## src/rtl/mem_burst_pkg.sv

```systemverilog
// ----------------------------------------------------------------------------
// mem_burst_pkg
// Shared definitions for the burst memory controller.
//   state_t : controller FSM states (IDLE / WRITE / READ)
//   DATA_W  : default memory data width
//   ADDR_W  : default memory address width (address space is 2^ADDR_W words)
//   LEN_W   : default burst length field width (beats = len + 1)
// ----------------------------------------------------------------------------
package mem_burst_pkg;

    localparam int DATA_W = 8;
    localparam int ADDR_W = 8;
    localparam int LEN_W  = 4;

    typedef enum logic [1:0] {
        IDLE  = 2'd0,
        WRITE = 2'd1,
        READ  = 2'd2
    } state_t;

endpackage

```

## src/rtl/mem_rd_slot.sv

```systemverilog
// ----------------------------------------------------------------------------
// mem_rd_slot
// One-entry output register for read beats. A beat may be loaded whenever the
// slot is free (empty, or being drained this cycle), giving full throughput
// while holding data steady under backpressure.
// Ports:
//   clk       in   clock, rising edge
//   reset     in   asynchronous active-low reset
//   capture   in   load cap_data into the slot this cycle
//   cap_data  in   DATA_W  data to load
//   rd_ready  in   consumer takes the current beat
//   rd_valid  out  slot holds a beat
//   rd_data   out  DATA_W  beat held in the slot
//   slot_free out  slot can accept a new beat this cycle
// ----------------------------------------------------------------------------
module mem_rd_slot #(
    parameter int DATA_W = 8
) (
    input  logic              clk,
    input  logic              reset,
    input  logic              capture,
    input  logic [DATA_W-1:0] cap_data,
    input  logic              rd_ready,
    output logic              rd_valid,
    output logic [DATA_W-1:0] rd_data,
    output logic              slot_free
);

    assign slot_free = !rd_valid || rd_ready;

    always_ff @(posedge clk or negedge reset) begin
        if (!reset) begin
            rd_valid <= 1'b0;
            rd_data  <= '0;
        end else if (capture) begin
            rd_valid <= 1'b1;
            rd_data  <= cap_data;
        end else if (rd_ready) begin
            // Beat consumed with nothing new behind it; data is left as is
            // since it is only meaningful while rd_valid is high.
            rd_valid <= 1'b0;
        end
    end

endmodule

```

## src/rtl/mem_burst_ctrl.sv

```systemverilog
// ----------------------------------------------------------------------------
// mem_burst_ctrl
// Burst controller between a command/stream interface and a single-port
// synchronous-write, combinational-read memory. A command starts a burst of
// cmd_len+1 beats at cmd_addr; addresses increment and wrap modulo 2^ADDR_W.
// Write beats are passed straight to the memory at one beat per cycle; read
// beats are staged through a one-entry output slot (mem_rd_slot).
// Ports:
//   clk            in   clock, rising edge
//   reset          in   asynchronous active-low reset
//   cmd_valid      in   burst command offered
//   cmd_ready      out  command accepted (high only in IDLE)
//   cmd_write      in   1 = write burst, 0 = read burst
//   cmd_addr       in   ADDR_W  start address
//   cmd_len        in   LEN_W   beats minus one
//   wr_valid       in   write beat offered
//   wr_ready       out  write beat consumed
//   wr_data        in   DATA_W  write beat data
//   rd_valid       out  read beat available
//   rd_ready       in   read beat consumed
//   rd_data        out  DATA_W  read beat data
//   M_Addr         out  ADDR_W  memory address
//   M_Data         out  DATA_W  memory write data
//   M_blockEnable  out  memory access enable
//   M_We           out  memory write enable
//   S_Data         in   DATA_W  memory read data (combinational from M_Addr)
//   busy           out  burst in progress (state not IDLE)
// ----------------------------------------------------------------------------
module mem_burst_ctrl #(
    parameter int DATA_W = mem_burst_pkg::DATA_W,
    parameter int ADDR_W = mem_burst_pkg::ADDR_W,
    parameter int LEN_W  = mem_burst_pkg::LEN_W
) (
    input  logic              clk,
    input  logic              reset,
    input  logic              cmd_valid,
    output logic              cmd_ready,
    input  logic              cmd_write,
    input  logic [ADDR_W-1:0] cmd_addr,
    input  logic [LEN_W-1:0]  cmd_len,
    input  logic              wr_valid,
    output logic              wr_ready,
    input  logic [DATA_W-1:0] wr_data,
    output logic              rd_valid,
    input  logic              rd_ready,
    output logic [DATA_W-1:0] rd_data,
    output logic [ADDR_W-1:0] M_Addr,
    output logic [DATA_W-1:0] M_Data,
    output logic              M_blockEnable,
    output logic              M_We,
    input  logic [DATA_W-1:0] S_Data,
    output logic              busy
);

    import mem_burst_pkg::*;

    state_t            state;
    state_t            state_nx;
    logic [ADDR_W-1:0] addr;
    logic [LEN_W-1:0]  remaining;

    logic cmd_accept;
    logic slot_free;
    logic capture;
    logic wr_beat;
    logic beat;
    logic last_beat;

    assign cmd_accept = cmd_valid && cmd_ready;
    assign wr_beat    = (state == WRITE) && wr_valid;
    // A read beat is taken from memory only when the output slot can hold it,
    // so the memory address never advances past an undelivered beat.
    assign capture    = (state == READ) && slot_free;
    assign beat       = wr_beat || capture;
    assign last_beat  = beat && (remaining == '0);

    // State register
    always_ff @(posedge clk or negedge reset) begin
        if (!reset) begin
            state <= IDLE;
        end else begin
            state <= state_nx;
        end
    end

    // Next-state logic
    always_comb begin
        state_nx = state;
        case (state)
            IDLE: begin
                if (cmd_accept) begin
                    state_nx = cmd_write ? WRITE : READ;
                end
            end
            WRITE, READ: begin
                if (last_beat) begin
                    state_nx = IDLE;
                end
            end
            default: state_nx = IDLE;
        endcase
    end

    // Burst address and beat counter
    always_ff @(posedge clk or negedge reset) begin
        if (!reset) begin
            addr      <= '0;
            remaining <= '0;
        end else if (cmd_accept) begin
            addr      <= cmd_addr;
            remaining <= cmd_len;
        end else if (beat) begin
            addr <= addr + ADDR_W'(1);
            if (remaining != '0) begin
                remaining <= remaining - LEN_W'(1);
            end
        end
    end

    // Output logic
    always_comb begin
        cmd_ready     = 1'b0;
        wr_ready      = 1'b0;
        M_Addr        = '0;
        M_Data        = '0;
        M_blockEnable = 1'b0;
        M_We          = 1'b0;
        busy          = 1'b1;
        case (state)
            IDLE: begin
                cmd_ready = 1'b1;
                busy      = 1'b0;
            end
            WRITE: begin
                wr_ready      = 1'b1;
                M_Addr        = addr;
                M_Data        = wr_data;
                M_We          = wr_valid;
                M_blockEnable = wr_valid;
            end
            READ: begin
                M_Addr        = addr;
                M_blockEnable = 1'b1;
            end
            default: begin
                busy = 1'b0;
            end
        endcase
    end

    mem_rd_slot #(
        .DATA_W (DATA_W)
    ) u_rd_slot (
        .clk       (clk),
        .reset     (reset),
        .capture   (capture),
        .cap_data  (S_Data),
        .rd_ready  (rd_ready),
        .rd_valid  (rd_valid),
        .rd_data   (rd_data),
        .slot_free (slot_free)
    );

endmodule

```

## config.mk

```make
export PLATFORM = sky130hd
export DESIGN_NAME = mem_burst_ctrl
export DESIGN_NICKNAME = d
export VERILOG_FILES = /design/src/rtl/mem_burst_pkg.sv /design/src/rtl/mem_rd_slot.sv /design/src/rtl/mem_burst_ctrl.sv
export SDC_FILE = /design/constraint.sdc
export NUM_CORES = 1
export LEC_CHECK = 0
export BUFFER_PORTS_ARGS = -buffer_cell sky130_fd_sc_hd__buf_2
export CAP_MARGIN = 5
export CORE_UTILIZATION = 48
export DETAILED_ROUTE_END_ITERATION = 10
export GPL_TIMING_DRIVEN = 1
export PLACE_DENSITY = 0.83
export SLEW_MARGIN = 40
export SYNTH_ARGS = -nofsm -noshare
export SYNTH_HDL_FRONTEND = slang
export SYNTH_SLANG_ARGS = --single-unit
export TNS_END_PERCENT = 30
```

## constraint.sdc

```tcl
create_clock -name clk -period 3.7 [get_ports clk]
set_input_delay 0.185 -clock clk [delete_from_list [all_inputs] [get_ports clk]]
set_output_delay 0.185 -clock clk [all_outputs]
set_load 0.05 [all_outputs]
```

======== Word-level counts from Yosys, hierarchy flattened ========
Index checks and enable logic that the tools add are counted.
operators by class
  add/subtract/negate cells ............... 2
  equal/unequal tests ..................... 4
  multiplexer cells ....................... 18
  reduce and logical (&&, ||, !) cells .... 16
operator list
  cell                                                   number
  two-way mux 8 bit                                      4
  two-way mux 4 bit                                      3
  adder 8 x 1 -> 8 bit, second input constant            1
  two-way mux 1 bit                                      6
  two-way mux 2 bit                                      3
  nonzero test 2 bit                                     3
  logical AND 1 bit                                      4
  logical NOT 4 bit                                      1
  case mux 2 bit (2 select lines)                        1
  AND reduction 2 bit                                    2
  nonzero test 4 bit                                     1
  subtractor 4 x 1 -> 4 bit, second input constant       1
  equality test 2 x 1 -> 1 bit, second input constant    1
  equality test 2 bit, second input constant             1
  logical NOT 2 bit                                      1
  logical OR 1 bit                                       2
  inequality test 2 x 1 -> 1 bit, second input constant  1
  inequality test 2 bit, second input constant           1
  case mux 1 bit (2 select lines)                        1
  OR reduction 2 bit                                     1
  logical NOT 1 bit                                      1
storage, ports and cells
  bits in registers ....................... 23
  input bits .............................. 34
  output and inout port bits .............. 30
  logic and storage cells ................. 45

======== Logic depth before layout (Yosys ltp) ========
Gate-level depths: netlist of run 1.
  depth in word-level cells ............... 7
  gate-level depth with buffers ........... 8
  gate-level depth less buffers ........... 6

======== Cells and area by module ========
Synthesis of run 1 repeated with hierarchy kept, for this count alone.
second synthesis, totals
  cell total of the unflattened synthesis .. 137
  area, all modules ....................... 1360.1 um^2
by module, submodules not included
  module          times used  cells an instance  area each (um^2)  seq. area each (um^2)
  mem_burst_ctrl  1           117                991.0             350.3
  mem_rd_slot     1           20                 369.1             225.2

======== Worst setup path after synthesis of run 1 ========
No wires, ideal clock.
  path type ............................... reg2reg
  start point ............................. register state[1]
  end point ............................... register addr[4]
  setup time .............................. 0.082 ns
  data arrival time ....................... 2.167 ns
  required time ........................... 3.618 ns
  path slack .............................. 1.451 ns
  cell stages (with the launch flop) ...... 8
  buffers on the path ..................... 1
  clock period less this slack ............ 2.249 ns
  cells stage by stage .................... dfrtp_1 -> inv_1 -> ha_1 -> and2_4 -> a21oi_2 -> buf_6 -> or4_1 -> a31oi_1
on the way
  word-level cells in the longest chain between the ends .. 4
  elaborated cells between the ends (all ways) .. 10
  classes of those cells .................. eq/ne (2); mux (2); reduce/logical (6)
RTL lines
  item                                                            line                                        RTL
  from (decl)                                                     mem_burst_ctrl.sv:57                        state_t state;
  from (signal assigned)                                          mem_burst_ctrl.sv:82                        state <= state_nx;
  logical NOT 2 bit, or another cell as far along                 mem_burst_ctrl.sv:129                       case (state)
  two-way mux 1 bit, or another cell as far along                 mem_burst_ctrl.sv:129
  logical AND 1 bit / logical OR 1 bit (equally long branches)    mem_burst_ctrl.sv:69, mem_burst_ctrl.sv:74
  two-way mux 8 bit / nonzero test 2 bit (equally long branches)  --
  to (signal assigned)                                            mem_burst_ctrl.sv:110                       addr <= cmd_addr;
  to (signal assigned)                                            mem_burst_ctrl.sv:113                       addr <= addr + ADDR_W'(1);
  to (decl)                                                       mem_burst_ctrl.sv:59                        logic [ADDR_W-1:0] addr;
Parallel ways exist; a longest one is shown, timed or not.
A chain may end at the register's enable or synchronous reset.

======== Final worst setup path of run 1 ========
  start point ............................. register state[1]
  end point ............................... output port M_Addr[4]
on the way
  word-level cells in the longest chain between the ends .. 3
  elaborated cells between the ends (all ways) .. 4
  classes of those cells .................. eq/ne (2); mux (1); reduce/logical (1)
RTL lines
  item                                                                        line                   RTL
  equality test 2 x 1 -> 1 bit / equality test 2 bit (equally long branches)  mem_burst_ctrl.sv:129
  OR reduction 2 bit (no source line) (*)                                     --
  two-way mux 8 bit (*)                                                       mem_burst_ctrl.sv:129
  to (decl)                                                                   mem_burst_ctrl.sv:47   output logic [ADDR_W-1:0] M_Addr,
Every way passes the cells marked *; elsewhere a longest branch is shown, timed or not.

==> out/results.ini, run 1 <==
[critical_path]
critPathSlowestCell = ha_1
required_ns = 3.51
crit_path_start_kind = flip-flop
cp_num_buf_inv = 2
crit_chain = inv_1, ha_1, and2_1, buf_2
arrival_ns = 1.70
crit_fanout = 13
cp_slowest_stage_delay_ns = 0.48
worstSetupPathType = flip-flop to primary output
worst_setup_path_end_kind = primary output
cp_top_family = adder cells
ff2ff_setup_slack_ns = 1.82

[layout]
areaGrowthSynthToFinish_pct = 28.2
drive_gt1_share_pct = 38.5
fill_cells = 225
antennaDiodeCount = 0
fin_nets = 241

[run]
drv_cap = 0

[placement]
portBuffers = 63
hpwl_microns = 2370
gp_congestion = 0.721

[cts]
clk_pin_slew_worst_paths_ns = 0.12
postCtsSetupRepairBufs = 0
clockBufferDepth = 2
clockRootBuffer = clkbuf_4
clock-sinks = 23
h-tree-depth = 1
cts_tree = done
clk_latency_ns = 0.32
cts_buffers = 3

[logic_synthesis]
yosysSeqAreaShare_pct = 43.8
syn-num-nets = 177
synth_cells = 137
synth_edf_count = 0
ys.warnings.count = 0
syn-cell-area_sq_mm = 0.00131
synthArstFlopShare_pct = 100
yosys.area.top_type = dfrtp_1
synth.top_cell.area_share_pct = 43.8
synth_ff_type = dfrtp_1
yosysMostFrequentCell = dfrtp_1
synth_area_leaders = dfrtp_1 (44%), and2_1 (8.1%), mux2_2 (6.9%)
synthDistinctLibCells = 29
avgSynthCellArea_sq_um = 9.59
synth-seq-cells = 23
synth_top_cells_by_count = dfrtp_1 (23), and2_1 (17), nor2_1 (12)

[route]
wl_met2_microns = 1650
drt_wl_total_microns = 3110
vias = 1268
wl_met3_microns = 189
drt_pre_antenna_iters = 4
drtIter0Drc = 21
drc = 0
final_antenna_net_count = 0
maxUsedRoutingLayer = met4
vias_per_cell = 5.51
avgRoutedWirePerCell_microns = 13.5
drt-met1-wl_microns = 1220

[grt]
grt_first_pass_wirelength_microns = 4860
grt_overflow = 0
grt_usage_pct = 22.7
antenna_found_initial = 0
grt_max_degree = 26
grt_pass1_vias = 1203

[timing]
fmax_mhz = 530
slew_viol_final = 0
fin_setup_tns_ns = 0
setup_viol = 0
finClkSkew_ns = 0.0104
hold_violations = 0
finalCritPeriodShare_pct = 51.0
max_slew_margin_pct = 49.3
rsz0062_at_grt = no
layout_min_cycle_time_ns = 1.89
tightest_slew_ns = 0.759

[floorplanning]
coreArea_sq_mm = 0.00252
die_area_sq_mm = 0.00295
die_y_microns = 54.3
rows = 18
io_pins = 64
dieWidth_microns = 54.3
initial_utilization_pct = 52.1

[power]
power_mw = 1.72
p_leak_nw = 0.836
peakVddDrop_mv = 0.674
p_per_area_mw_per_mm2 = 1020

[outcome]
status = finished, final reports clean

[worst_hold_path]
hp-class = primary input to flip-flop

[power breakdown]
| group | internal (mW) | leakage, nW | switching, mW |
|---|---|---|---|
| sequential | 0.374 | 0.267 | 0.103 |
| clock | 0.0405 | 0.0177 | 0.0802 |
| combinational | 0.317 | 0.551 | 0.808 |
| total | 0.732 | 0.836 | 0.991 |
[logic make-up after synthesis]
kind of cell	synth area share (%)
xor gates and xnor gates	0.667
DFF	43.8
and+or+nand+nor	24.7
AOI/OAI and AO/OA	14.5
muxes	6.86
adders and majority gates	5.71
buffers and inverters	3.81
[through the flow]
stage / cells / instance area [sq um] / hold WS [ns] / utilization (%) / setup slack (ns)
after floorplan: 137 / 1310 / -0.111 / - / 1.45
after global placement: 225 / 1640 / 0.175 / 65.0 / 1.90
after detailed placement: 225 / 1640 / 0.186 / 65.0 / 1.72
after CTS: 230 / 1680 / 0.0829 / 66.5 / 1.72
after global routing: 230 / 1680 / 0.0810 / 66.8 / 1.64
final: 230 / 1680 / 0.0814 / 66.8 / 1.81
[layout make-up]
| cell class | instances | area (sq um) | area share [%] |
|---|---|---|---|
| sequential | 23 | 576 | 34.2 |
| tap | 30 | 37.5 | 2.23 |
| clock inverter | 1 | 5.00 | 0.297 |
| multi-input combinational | 103 | 696 | 41.3 |
| timing repair buffer | 64 | 325 | 19.3 |
| inverter | 6 | 22.5 | 1.34 |
| clock buffer | 3 | 22.5 | 1.34 |
[worst reg2reg max path: stages (launching register included)]
cell	delay, ns
dfrtp_1	0.42
inv_1	0.09
ha_1	0.28
and2_4	0.23
a21oi_4	0.09
or4_1	0.54
a31oi_1	0.17
[flip-flops by register name, summed over array words and instances (netlist names)]
| name | count |
|---|---|
| remaining | 4 |
| u_rd_slot.rd_valid | 1 |
| addr | 8 |
| state | 2 |
| u_rd_slot.rd_data | 8 |
[layout by cell type (no fill, tap or decap)]
cell type      instances
ha_1                   6
nand2_1                7
nor3b_1                1
xnor2_1                1
nand3_1                2
o22ai_1                1
nor2b_1                3
o21a_1                 1
a21oi_4                1
or4_1                  6
or3_1                  5
and2_1                17
dlygate4sd3_1          1
a21boi_0               1
nand2b_1               2
and2_4                 1
dfrtp_1               23
clkinv_2               1
a31oi_1               11
o31ai_1                4
nand4_1                2
o21ai_0                8
mux2_2                 8
a21oi_1                1
nor2_1                12
a21o_1                 1
o32ai_1                1
inv_1                  6
clkbuf_4               3
buf_2                 63
[worst paths after layout]
kind	start	end	cells after the start
max in group asynchronous	reset	state[1]	2
hold reg to reg	u_rd_slot.rd_data[0]	u_rd_slot.rd_data[0]	1
setup / recovery	state[1]	M_Addr[4]	4
setup reg to reg	state[1]	remaining[3]	6
hold / removal	cmd_write	state[1]	2
min in group asynchronous	reset	u_rd_slot.rd_data[1]	2
[per-layer routing]
layer	global-route usage (%)	up-vias
li1	-	616
met2	43.5	52
met3	3.33	7
met1	23.7	593
met5	0	-
met4	11.1	0
[timing repair]
action | 4_1_cts | 5_1_grt
hold endpoints to repair | 23 | 0
hold buffers | 1 | 0
resized for setup | 0 | 0
(Power assumes the default switching activity.)
==> run 2: changes to the inputs <==
Settings changed: CORE_UTILIZATION 48 to 45, PLACE_DENSITY 0.83 to 0.78.
Clock period 3.7 ns to 1.79 ns, I/O delays scaled along.
==> out/results.ini, run 2 (same netlist as run 1, synthesis figures left out) <==
[outcome]
status = finished, final reports clean

[placement]
portBuffers = 63
post-place-ws_ns = 0.0195
gp_congestion = 0.780
hpwl_microns = 2340
postPlaceCellArea_sq_mm = 0.00167
placedCellCount = 227

[layout]
fill_cells = 237
layout_common_cells = buf_2 (63), dfrtp_1 (23), and2_1 (17)
antennaDiodeCount = 0
areaGrowthSynthToFinish_pct = 35.0
drive_gt1_share_pct = 39.6
biggestRegsByFlops = addr: 8 flops, u_rd_slot.rd_data: 8 flops, remaining: 4 flops
postLayoutCoreUtil_pct = 64.3
fin_cells = 238
fin_area_sq_mm = 0.00177
fin_nets = 248
layout_commonest_cell = buf_2

[timing]
layout_min_cycle_time_ns = 1.79
hold_violations = 0
fmax_mhz = 559
layout_setup_ws_ns = 0.000531
slew_viol_final = 0
holdWs_ns = 0.0102
setup_viol = 0
max_slew_margin_pct = 66.6
finalCritPeriodShare_pct = 100
finClkSkew_ns = 0.00669
tightest_slew_ns = 0.502
fin_setup_tns_ns = 0
rsz0062_at_grt = yes

[route]
vias = 1258
drt_wl_total_microns = 3120
final_antenna_net_count = 0
drtIter0Drc = 30
drc = 0
drt_pre_antenna_iters = 4
vias_per_cell = 5.29
avgRoutedWirePerCell_microns = 13.1

[grt]
grt_pass1_vias = 1248
grt_overflow = 0
grt_first_pass_wirelength_microns = 5260
antenna_found_initial = 0
grt_usage_pct = 21.3
grt_max_degree = 26

[critical_path]
crit_fanout = 22
arrival_ns = 2.03
required_ns = 2.03
worstSetupPathType = flip-flop to flip-flop
worst_setup_path_end_kind = flip-flop
crit_path_start_kind = flip-flop

[floorplanning]
dieWidth_microns = 56.0
rows = 19
io_pins = 64
die_area_sq_mm = 0.00314
die_y_microns = 56.0
initial_utilization_pct = 47.6
coreArea_sq_mm = 0.00276

[cts]
clk_latency_ns = 0.31
cts_buffers = 3
postCtsSetupRepairBufs = 0
clockRootBuffer = clkbuf_4
clock-sinks = 23
clockBufferDepth = 2
clk_pin_slew_worst_paths_ns = 0.12
h-tree-depth = 1
cts_tree = done

[power]
peakVddDrop_mv = 1.50
power_mw = 3.60
p_per_area_mw_per_mm2 = 2030
p_leak_nw = 0.862

[worst_hold_path]
hp-class = primary input to flip-flop

[run]
drv_cap = 0

run 2: final cells by class:
type | count | area (sq um) | share of cell area [%]
multi-input combinational | 103 | 718 | 40.5
sequential | 23 | 576 | 32.4
timing repair buffer | 71 | 393 | 22.1
tap | 31 | 38.8 | 2.19
clock buffer | 4 | 26.3 | 1.48
inverter | 6 | 22.5 | 1.27
run 2: final timing paths:
check | slack, ns | endpoint | start | depth (start not counted)
min in group asynchronous | 0.27 | u_rd_slot.rd_data[4] | reset | 2
setup reg to reg | 0.0005 | addr[7] | state[0] | 5
setup / recovery | 0.0005 | addr[7] | state[0] | 5
hold reg to reg | 0.52 | u_rd_slot.rd_data[0] | u_rd_slot.rd_data[0] | 1
hold / removal | 0.01 | u_rd_slot.rd_data[2] | S_Data[2] | 2
max in group asynchronous | 1.18 | state[1] | reset | 2
run 2: critical path, cell delays in order (launching register included):
cell	delay, ns
dfrtp_1	0.44
inv_1	0.11
ha_1	0.28
a21oi_4	0.18
or4_1	0.55
a31oi_1	0.17
run 2: where the power goes:
group          switching (mW)  internal (mW)
clock                   0.151         0.0870
combinational            1.67          0.696
sequential              0.218          0.774
total                    2.04           1.56
run 2: per-layer routing:
metal | GRT usage (%) | up-vias | part of all wire, %
met4 | 8.71 | 0 | 1.3
met5 | 0 | - | 0
li1 | - | 625 | -
met3 | 3.26 | 4 | 4.4
met1 | 26.6 | 592 | 42
met2 | 36.7 | 37 | 53
run 2: repair_timing:
item                                    4_1_cts  5_1_grt
hold buffers                                  5        2
endpoints found under the setup margin        9       22
gates resized for setup                       1        3
endpoints found under the hold margin        27        2
